File: config.mk
export PLATFORM = sky130hd
export DESIGN_NAME = sync_filter_edge
export DESIGN_NICKNAME = d
export VERILOG_FILES = /design/src/rtl/sync_pkg.sv /design/src/rtl/sync_filter_chan.sv /design/src/rtl/sync_filter_edge.sv
export SDC_FILE = /design/constraint.sdc
export NUM_CORES = 1
export LEC_CHECK = 0
export ABC_AREA = 0
export CAP_MARGIN = 10
export CORE_MARGIN = 5
export CORE_UTILIZATION = 55
export DETAILED_ROUTE_END_ITERATION = 10
export PLACE_DENSITY = 0.81
export SYNTH_ARGS = -nofsm -noshare
export SYNTH_HDL_FRONTEND = slang
export SYNTH_SLANG_ARGS = --single-unit
File: constraint.sdc
create_clock -name CLOCK -period 2.45 [get_ports CLOCK]
set_clock_uncertainty 0.1 [all_clocks]
set_input_delay 0.3675 -clock CLOCK [delete_from_list [all_inputs] [get_ports CLOCK]]
set_output_delay 0.3675 -clock CLOCK [all_outputs]
set_load 0.02 [all_outputs]
File: src/rtl/sync_pkg.sv
// Shared constants and helpers for the async-input conditioner.
//   DEF_STAGES / DEF_FILT_CNT : default synchroniser depth and filter length
//   MIN_STAGES                : shallowest legal synchroniser chain
//   cnt_w(filt)               : width of the stability counter for a given
//                               filter length, never less than one bit
package sync_pkg;

    localparam int DEF_STAGES   = 2;
    localparam int DEF_FILT_CNT = 4;
    localparam int MIN_STAGES   = 2;

    // max(1, clog2(filt)): the counter only has to reach filt-1.
    function automatic int cnt_w(input int filt);
        int w;
        w = $clog2(filt);
        return (w < 1) ? 1 : w;
    endfunction

endpackage

File: src/rtl/sync_filter_chan.sv
// One channel of the conditioner: synchroniser chain, stability filter and
// registered edge detector.
//   clk   : sole clock, posedge
//   rst_n : synchronous active-low reset
//   d     : asynchronous level input
//   q     : synchronised, filtered level
//   rise  : one-cycle pulse on the edge where q goes 0->1
//   fall  : one-cycle pulse on the edge where q goes 1->0
module sync_filter_chan
    import sync_pkg::*;
#(
    parameter int   STAGES   = DEF_STAGES,
    parameter int   FILT_CNT = DEF_FILT_CNT,
    parameter logic RST_BIT  = 1'b0
) (
    input  logic clk,
    input  logic rst_n,
    input  logic d,
    output logic q,
    output logic rise,
    output logic fall
);

    localparam int CW = cnt_w(FILT_CNT);
    localparam logic [CW-1:0] CNT_MAX = CW'(FILT_CNT - 1);

    logic [STAGES-1:0] sync_q, sync_d;
    logic [CW-1:0]     cnt_q, cnt_d;
    logic              q_q, q_d;
    logic              rise_q, rise_d;
    logic              fall_q, fall_d;
    logic              ys;

    // Plain shift: sync_q[0] is the only flop that can go metastable and
    // its sole reader is sync_q[1].
    assign sync_d = {sync_q[STAGES-2:0], d};
    assign ys     = sync_q[STAGES-1];

    // The counter tracks consecutive cycles of disagreement between ys and
    // q; any agreement wipes it, so interrupted glitches earn no credit.
    always_comb begin
        cnt_d  = '0;
        q_d    = q_q;
        rise_d = 1'b0;
        fall_d = 1'b0;
        if (ys != q_q) begin
            if (cnt_q == CNT_MAX) begin
                q_d    = ys;
                rise_d = ys & ~q_q;
                fall_d = ~ys & q_q;
            end else begin
                cnt_d = cnt_q + 1'b1;
            end
        end
    end

    always_ff @(posedge clk) begin
        if (!rst_n) begin
            sync_q <= {STAGES{RST_BIT}};
            cnt_q  <= '0;
            q_q    <= RST_BIT;
            rise_q <= 1'b0;
            fall_q <= 1'b0;
        end else begin
            sync_q <= sync_d;
            cnt_q  <= cnt_d;
            q_q    <= q_d;
            rise_q <= rise_d;
            fall_q <= fall_d;
        end
    end

    assign q    = q_q;
    assign rise = rise_q;
    assign fall = fall_q;

endmodule

File: src/rtl/sync_filter_edge.sv
// Multi-channel conditioner for asynchronous level inputs (pads, interrupts,
// straps). Each bit is synchronised, glitch-filtered and edge-detected
// independently.
//   CLOCK      : sole clock, posedge
//   RESETN     : synchronous active-low reset
//   d          : asynchronous level inputs, WIDTH bits
//   q          : synchronised, filtered levels
//   rise/fall  : one-cycle edge pulses per channel
//   any_change : OR of every rise and fall bit (registered sources only)
module sync_filter_edge
    import sync_pkg::*;
#(
    parameter int               WIDTH    = 8,
    parameter int               STAGES   = DEF_STAGES,
    parameter int               FILT_CNT = DEF_FILT_CNT,
    parameter logic [WIDTH-1:0] RST_VAL  = '0
) (
    input  logic             CLOCK,
    input  logic             RESETN,
    input  logic [WIDTH-1:0] d,
    output logic [WIDTH-1:0] q,
    output logic [WIDTH-1:0] rise,
    output logic [WIDTH-1:0] fall,
    output logic             any_change
);

    // Reject illegal parameterisations while elaborating.
    if (WIDTH < 1) begin : g_bad_width
        $error("sync_filter_edge: WIDTH must be >= 1");
    end
    if (STAGES < MIN_STAGES) begin : g_bad_stages
        $error("sync_filter_edge: STAGES must be >= 2");
    end
    if (FILT_CNT < 1) begin : g_bad_filt
        $error("sync_filter_edge: FILT_CNT must be >= 1");
    end

    genvar gi;
    for (gi = 0; gi < WIDTH; gi++) begin : g_chan
        sync_filter_chan #(
            .STAGES  (STAGES),
            .FILT_CNT(FILT_CNT),
            .RST_BIT (RST_VAL[gi])
        ) u_chan (
            .clk  (CLOCK),
            .rst_n(RESETN),
            .d    (d[gi]),
            .q    (q[gi]),
            .rise (rise[gi]),
            .fall (fall[gi])
        );
    end

    assign any_change = |(rise | fall);

endmodule

---- After elaboration in Yosys (flattened, before gate mapping) ----
Cells that the tools add are included.
word-level totals
  register bits ........................... 56
  bits of input ports ..................... 10
  output and inout port bits .............. 25
  logic and storage cells ................. 131
operators by class
  $add $sub $neg .......................... 8
  equality and inequality tests ........... 16
  bitwise gates (word level) .............. 42
  reductions and logical operators ........ 25
operators by type and width
  operator               number
  $not A1 Y1             25
  $reduce_and A3 Y1      8
  $reduce_or A3 Y1       8
  $add A2 B1 Y2 const B  8
  $and A1 B1 Y1          16
  $eq A2 B2 Y1 const B   8
  $reduce_and A2 Y1      8
  $ne A1 B1 Y1           8
  $or A8 B8 Y8           1
  $reduce_or A8 Y1       1

---- Logic depth before layout (Yosys ltp) ----
Gate-level depths: netlist (run 1).
  word-level depth ........................ 3
  mapped depth ............................ 5
  depth with buffers taken out ............ 5

---- Hierarchy ----
Synthesis (run 1) repeated with hierarchy kept, for this count alone.
second synthesis, totals
  cell total of the unflattened synthesis .. 181
  area total of the unflattened synthesis .. 2183.3 um^2
by module, submodules not included
  module            times used  cells an instance  area each (um^2)  sequential area each (um^2)
  sync_filter_chan  8           22                 269.0             140.1
  sync_filter_edge  1           5                  31.3              0.0

---- Worst setup path after synthesis (run 1) ----
No wires, ideal clock.
  path kind ............................... reg2reg
  start point ............................. register g_chan[2].u_chan.sync_q[1]
  end point ............................... register g_chan[2].u_chan.q_q
  setup time .............................. 59 ps
  data arrival time ....................... 1112 ps
  required time ........................... 2291 ps
  path slack .............................. 1179 ps
  cell stages (with the launch flop) ...... 6
  buffers on the path ..................... 0
  clock period less this slack ............ 1271 ps
  path through ............................ dfxtp_1 inv_1 ha_1 nor2b_2 mux2i_1 and2_1
between the ends
  word-level cells in the longest chain between the ends .. 2
ends and longest elaborated chain
  what                         RTL line                text
  start, declared              sync_filter_chan.sv:27  logic [STAGES-1:0] sync_q, sync_d;
  start signal, assigned       sync_filter_chan.sv:59  sync_q <= {STAGES{RST_BIT}};
  start signal, assigned       sync_filter_chan.sv:65  sync_q <= sync_d;
  $ne A1 B1 Y1                 sync_filter_chan.sv:46  if (ys != q_q) begin
  $reduce_and A2 Y1 (no line)  -
  end signal, assigned         sync_filter_chan.sv:67  q_q <= q_d;
  end, declared                sync_filter_chan.sv:29  logic q_q, q_d;
Several ways; a longest one is shown, not always the timed one.
A chain may end at the register's enable or synchronous reset.

---- Final worst setup path (run 1) ----
  start point ............................. register g_chan[5].u_chan.rise_q
  end point ............................... output any_change
between the ends
  word-level cells in the longest chain between the ends .. 2
ends and longest elaborated chain
  what                    RTL line                text
  start, declared         sync_filter_chan.sv:30  logic rise_q, rise_d;
  start signal, assigned  sync_filter_chan.sv:68  rise_q <= rise_d;
  $or A8 B8 Y8            sync_filter_edge.sv:54  assign any_change = |(rise | fall);
  $reduce_or A8 Y1        sync_filter_edge.sv:54
  end, declared           sync_filter_edge.sv:24  output logic any_change
No other way between the ends.

==> metrics, run 1 <==
Post-Synthesis Cells=203; status=finished clean; post-CTS setup buffer count=0; Layout Nets=249; initial antenna violation count=0; HP Class=reg -> reg; CTS Buffer Depth=2; Req. time, crit path=1.98 ns; CTS Hold Bufs=0; worst hold slack=0.338 ns; most common cell after layout, fill and taps aside=dfxtp_1; Gate power share=0.039; sequential share of power=0.644; crit end category=output port; CTS buffer count=5; die width=75.3 um; critical path type=reg -> out; ANT nets after route=0; P_int=0.00115 W; Metal-1 WL=1.44 mm; clk_lat worst skew=0.30 ns; Max VDD drop=259 uV; vias=1319; largest net degree at the start of global routing=57; Netlist cell types=15; Global Route Usage Sum=0.145; relative slew slack=0.745; clock share of power=0.317; Met3 Routed Length=184 um; Worst-Margin Slew=0.379 ns; Clock Pin Slew Worst Setup and Hold Paths=0.08 ns; Clock Sinks=56; setup TNS=0 ns; cell area power density=552 nW/um2; Yosys warning total=0; Finish-stage setup viols=0; CORE AREA=4060 um2; wire per inst=13.7 um; CP max FO=2; post-cts gate resize count=0; area grow syn2layout=11.8%; unrepaired setup endpoints after global routing=no; fin crit period=2.17 ns; RD Place Congestion=0.795; layout cells sized above 1=0.144; switching power share of the total=0.204; Site Rows=23; Final Power=0.00145 W; clock root buffer=clkbuf_8; Routed WL=3.63 mm; via/cell ratio=4.98; critical path arrival=1.70 ns; Final Cell Area=2620 um2; CTS tree=built; final core utilization=0.646; switching power=0.000295 W; FF+latch count, synth=56; Starting Density=0.578; first-pass GRT wire length=6.07 mm; leakage=1.09 nW; Slew Viols, Final=0; Cell Area, Synth=2340 um2; GRT overflow=0; Antenna diodes=0; Avg Inst Size Synth=11.6 um2; 1st-iter DRT viols=35; startpoint types=flop; Final Hold Viols=0; sequential-to-total area share from yosys stat=0.478; die area=5670 um2; final worst-path cycle share=0.886; IO buf count=34; max cap viols=0; First-pass DRT Iterations=2; vias in the first global route=1338; total I/O pin count=35; met2 wire len=1.90 mm; Mapped Nets=237; most frequent cells in the layout=56 x dfxtp_1, 34 x clkdlybuf4s50_1, 24 x and2_1, 24 x ha_1; DIE HEIGHT=75.3 um; FMAX=461 MHz; placed cell area=2540 um2; drt drc=0; Max Used Layer=met4; DP HPWL=2.81 mm; H-tree lvl count=2
==> path summary, 6_finish.rpt <==
check | from | slack [ns] | depth (start not counted) | endpoint
worst max-delay path | g_chan[5].u_chan.rise$_SDFF_PN0_ | 0.28 | 3 | any_change
worst min-delay path | g_chan[7].u_chan.sync_q[0]$_SDFF_PN0_ | 0.34 | 1 | g_chan[7].u_chan.sync_q[1]$_SDFF_PN0_
worst max register to register | g_chan[3].u_chan.sync_q[1]$_SDFF_PN0_ | 0.99 | 5 | g_chan[3].u_chan.q$_SDFFE_PN0P_
worst min register to register | g_chan[7].u_chan.sync_q[0]$_SDFF_PN0_ | 0.34 | 1 | g_chan[7].u_chan.sync_q[1]$_SDFF_PN0_
==> power groups by stage <==
stage	clock (W)	combinational (W)	sequential, W
3_3_place_gp	0	0.0000526	0.000953
5_1_grt	0.000509	0.0000631	0.000934
4_1_cts	0.000475	0.0000571	0.000932
6_report	0.000459	0.0000560	0.000932
3_5_place_dp	0	0.0000568	0.000954
2_1_floorplan	0	0.0000369	0.000952
==> state kept, by name, summed over array words and instances, names as in the netlist <==
name	flops
g_chan.u_chan.q	8
g_chan.u_chan.fall	8
g_chan.u_chan.cnt_q	16
g_chan.u_chan.rise	8
g_chan.u_chan.sync_q	16
==> routing by layer <==
metal,global-route usage,vias to the layer above
li1,-,672
met1,0.155,610
met2,0.259,26
met3,0.0356,11
met4,0.0796,0
met5,0,-
==> metrics by stage <==
stage,instances,worst slack [ns]
after floorplan,203,1.18
after global placement,258,0.670
after detailed placement,258,0.601
after CTS,265,0.261
after global routing,265,0.142
final,265,0.279
==> cell families (layout without fill, tap and decap cells) <==
group | Yosys count | after routing | synth area share
multiplexers | 8 | 8 | 0.0342
adder cells (fa/ha/maj) | 24 | 24 | 0.128
buffers and inverters | 46 | 58 | 0.116
AND/OR/NAND/NOR | 69 | 69 | 0.244
flip-flops | 56 | 56 | 0.478
==> critical path, stage by stage, from the launching register on <==
cell,delay (ns)
dfxtp_1,0.32
nor4_1,0.39
nand4_1,0.14
clkdlybuf4s50_1,0.56
==> cells in the mapped netlist, drive strengths merged <==
cell,number,share of area
buf,27,0.084
and2,24,0.064
nor4,4,0.011
clkbuf,3,0.0059
and3,16,0.043
ha,24,0.13
and4bb,8,0.043
nor2b,8,0.030
mux2i,8,0.034
dfxtp,56,0.48
nand4,1,0.0027
inv,16,0.026
nor4b,8,0.051
==> area by class of cell <==
| type | count | area (um2) |
|---|---|---|
| fillers | 296 | 1440 |
| flip-flops and latches | 56 | 1120 |
| multi-input cells | 101 | 952 |
| repair buffers | 35 | 348 |
| clock buffers | 6 | 72.6 |
| well taps | 50 | 62.6 |
| inverters | 16 | 60.1 |
| clock inverters | 1 | 5.00 |
(Power assumes the default switching activity.)
==> inputs of run 2 (changes only) <==
Settings changed: CORE_UTILIZATION 55 to 40, PLACE_DENSITY 0.81 to not set.
==> metrics, run 2 (synthesis gave the netlist of run 1 again) <==
status=finished clean (unchanged); vias in the first global route=1245 (was 1338); setup TNS=0 ns (unchanged); max cap viols=0 (unchanged); Final Hold Viols=0 (unchanged); Filler Cells Inserted=565 (was 296); Routed WL=3.35 mm (was 3.63 mm); slowest CP cell=clkdlybuf4s50_1 (unchanged); Gate power share=0.036 (was 0.039); CTS Buffer Depth=2 (unchanged); Starting Density=0.418 (was 0.578); unrepaired setup endpoints after global routing=no (unchanged); CORE AREA=5610 um2 (was 4060 um2); most frequent cells in the layout=56 x dfxtp_1, 34 x clkdlybuf4s50_1, 24 x and2_1, 24 x ha_1 (unchanged); P_int=0.00119 W (was 0.00115 W); initial antenna violation count=0 (unchanged); Regs by FF count=g_chan.u_chan.cnt_q: 16 flops, g_chan.u_chan.sync_q: 16 flops (unchanged); startpoint types=flop (unchanged); DP HPWL=2.45 mm (was 2.81 mm); layout cells sized above 1=0.153 (was 0.144); ANT nets after route=0 (unchanged); via/cell ratio=4.48 (was 4.98); largest net degree at the start of global routing=57 (unchanged); worst hold slack=0.339 ns (was 0.338 ns); clk_lat worst skew=0.31 ns (was 0.30 ns); CTS buffer count=5 (unchanged); IO buf count=34 (unchanged); HP Class=reg -> reg (unchanged); Global Route Usage Sum=0.100 (was 0.145); register area=1120 um2 (unchanged); die area=7490 um2 (was 5670 um2); final core utilization=0.476 (was 0.646); Clock Sinks=56 (unchanged); delay-heaviest family, CP=buffers and inverters (unchanged); slowest stage delay, CP=0.56 ns (about the same); switching power=0.000325 W (was 0.000295 W); most common cell after layout, fill and taps aside=dfxtp_1 (unchanged); Slew Viols, Final=0 (unchanged); wire per inst=11.6 um (was 13.7 um); CTS Hold Bufs=0 (unchanged); post-cts gate resize count=0 (unchanged); Layout Nets=249 (unchanged); vias=1289 (was 1319); clock share of power=0.348 (was 0.317); relative slew slack=0.725 (was 0.745); placed cell area=2570 um2 (was 2540 um2); Final Cell Area=2670 um2 (was 2620 um2); H-tree lvl count=2 (unchanged); final worst-path cycle share=0.879 (was 0.886); crit end category=output port (unchanged); Finish-stage setup viols=0 (unchanged); die width=86.6 um (was 75.3 um); Max VDD drop=221 uV (was 259 uV); total I/O pin count=35 (unchanged); CP Buf/Inv Count=1 (unchanged); fin crit period=2.15 ns (was 2.17 ns); critical path type=reg -> out (unchanged); FMAX=465 MHz (was 461 MHz); leakage=1.10 nW (was 1.09 nW); 1st-iter DRT viols=51 (was 35); Site Rows=27 (was 23); cell area power density=568 nW/um2 (was 552 nW/um2); DIE HEIGHT=86.6 um (was 75.3 um); RD Place Congestion=0.655 (was 0.795); CTS tree=built (unchanged); Req. time, crit path=1.98 ns (about the same); Antenna diodes=0 (unchanged); clock root buffer=clkbuf_8 (unchanged); Worst-Margin Slew=0.412 ns (was 0.379 ns); CP max FO=2 (unchanged); sequential share of power=0.616 (was 0.644); critical-path cell list=nor4_1 > nand4_1 > clkdlybuf4s50_1 (unchanged); multi-input logic area=952 um2 (unchanged); Clock Pin Slew Worst Setup and Hold Paths=0.10 ns (was 0.08 ns); post-CTS setup buffer count=0 (unchanged); drt drc=0 (unchanged); critical path arrival=1.69 ns (was 1.70 ns); First-pass DRT Iterations=2 (unchanged); area grow syn2layout=13.8% (was 11.8%); switching power share of the total=0.215 (was 0.204); GRT overflow=0 (unchanged); first-pass GRT wire length=5.76 mm (was 6.07 mm)
run 2: changes by cell type in the layout (fill, tap and decap cells not counted):
| cell | before | now |
|---|---|---|
| clkbuf_1 | 1 | 0 |
| inv_6 | 0 | 1 |
| clkbuf_8 | 5 | 6 |
run 2: path summary, 6_finish.rpt:
kind,startpoint,to,slack [ns],depth (start not counted)
hold / removal,g_chan[6].u_chan.sync_q[0]$_SDFF_PN0_,g_chan[6].u_chan.sync_q[1]$_SDFF_PN0_,0.34,1
setup reg to reg,g_chan[0].u_chan.sync_q[1]$_SDFF_PN0_,g_chan[0].u_chan.q$_SDFFE_PN0P_,1.06,5
setup / recovery,g_chan[5].u_chan.rise$_SDFF_PN0_,any_change,0.30,3
hold reg to reg,g_chan[6].u_chan.sync_q[0]$_SDFF_PN0_,g_chan[6].u_chan.sync_q[1]$_SDFF_PN0_,0.34,1
run 2: final cells by class:
class	count	share of cell area
clock buffers	6	0.0310
clock inverters	2	0.00516
inverters	16	0.0225
multi-input cells	101	0.357
flip-flops and latches	56	0.420
well taps	72	0.0338
repair buffers	35	0.130
run 2: power by group through the flow:
stage	registers, W	clock network [W]	logic [W]
after global placement	0.000953	0	0.0000558
final	0.000932	0.000527	0.0000552
after CTS	0.000933	0.000551	0.0000570
after detailed placement	0.000954	0	0.0000569
after floorplan	0.000952	0	0.0000369
after global routing	0.000934	0.000585	0.0000635
run 2: per-stage QoR:
| stage | instances | setup WS [ns] | power [W] |
|---|---|---|---|
| finish | 288 | 0.297 | 0.00151 |
| global placement | 280 | 0.633 | 0.00101 |
| CTS | 288 | 0.261 | 0.00154 |
| floorplan | 203 | 1.18 | 0.000989 |
| global route | 288 | 0.123 | 0.00158 |
| detailed placement | 280 | 0.635 | 0.00101 |
run 2: per-layer routing:
metal / share of wire / up-vias / wire [um] / global-route usage
li1: - / 675 / - / -
met1: 0.47 / 582 / 1570 / 0.121
met2: 0.45 / 26 / 1520 / 0.156
met3: 0.060 / 6 / 200 / 0.0352
met4: 0.015 / 0 / 51 / 0.0552
met5: 0 / - / 0 / 0
==> RTL edit (flow settings as in run 2) <==
Put a register stage on the output `rise`. The value now appears one clock later. The other outputs are not delayed to match. Comments in the files are not updated.
--- a/src/rtl/sync_filter_edge.sv
+++ b/src/rtl/sync_filter_edge.sv
@@ -26,2 +26,4 @@
 
+    logic [WIDTH-1:0] rise_c;
+
     // Reject illegal parameterisations while elaborating.
@@ -48,3 +50,3 @@
             .q    (q[gi]),
-            .rise (rise[gi]),
+            .rise (rise_c[gi]),
             .fall (fall[gi])
@@ -53,3 +55,7 @@
 
-    assign any_change = |(rise | fall);
+    assign any_change = |(rise_c | fall);
+
+    always_ff @(posedge CLOCK) begin
+        rise <= rise_c;
+    end
 
Behaviour: not the same (a bounded check fails within 10 cycles, from zero or initial values and one cycle with RESETN low).
==> RTL edit against run 2 <==
Wire length is 7.5% higher; count of clock-buffer cells in the layout is 5 higher; critical path depth stayed put; cell area is 9.5% higher; sequential share of layout area is 1.8 points higher; worst setup slack worse by 0.025 ns; die area is 3.8% higher; sequential cell count is 8 higher; synthesized area is 4.3% higher; total power is 30% higher; largest cell class unchanged.
==> RTL edit: results (changes against run 2) <==
first-pass GRT wire length 6180 um (+7.3%); Seq/total area 0.439 (+0.0183); dpl hpwl 2480 um (+0.97%); Sink Count 64 (+14%); vias post-DR 1364 (+5.8%); LEAKAGE 1.21 nW (+10%); crit path DAT 1.71 ns (+0.02 ns); M1 GR Usage 0.136 (+0.0151); placed cell area 2740 um2 (+6.4%); post-synthesis mux area share 0.0328 (-0.00140); number of DRC markers in iteration 0 34 (-33%); most frequent cells after synthesis dfxtp_1, and2_1, ha_1; placed insts 291 (+3.9%); CTS clk-pin slew, worst paths 0.06 ns (-0.04 ns); met1 wire length 1690 um (+7.2%); Seq/Total Area, Yosys 0.524 (+0.0459); worst slack at placement 0.626 ns (-0.00933 ns); total area of sequential cells 1280 um2 (+14%); buffering overhead 0.119 (-0.0113); routing usage on met3 0.0329 (-0.00225); outcome finished, final reports clean; average size of a mapped cell 12.0 um2 (+4.3%); Initial DRT Pass Iterations 4 (+2); Routed WL per cell 11.7 um (+1.2%); Num CTS Buffers 9 (+4); peak supply drop 0.282 mV (+27%); met2 routed WL 1600 um (+5.3%); GRT Overall Usage 0.107 (+0.00713); vias in the first global route 1318 (+5.9%); clkbuf count 11 (+5)
[RTL edit: worst paths after layout]
kind / start / to / slack [ns] / cells after the start
max: g_chan[1].u_chan.rise / any_change / 0.27 / 3
min: g_chan[4].u_chan.rise / rise[4] / 0.25 / 0
max reg2reg: g_chan[6].u_chan.sync_q[1] / g_chan[6].u_chan.q / 1.03 / 5
min reg2reg: g_chan[4].u_chan.rise / rise[4] / 0.25 / 0
[RTL edit: power by group through the flow]
| stage | clock [mW] | combinational, mW | sequential, mW |
|---|---|---|---|
| 4_1_cts | 0.877 | 0.0569 | 1.06 |
| 3_5_place_dp | 0 | 0.0563 | 1.09 |
| 3_3_place_gp | 0 | 0.0561 | 1.09 |
| 6_report | 0.846 | 0.0552 | 1.06 |
| 5_1_grt | 0.915 | 0.0645 | 1.06 |
| 2_1_floorplan | 0 | 0.0369 | 1.09 |
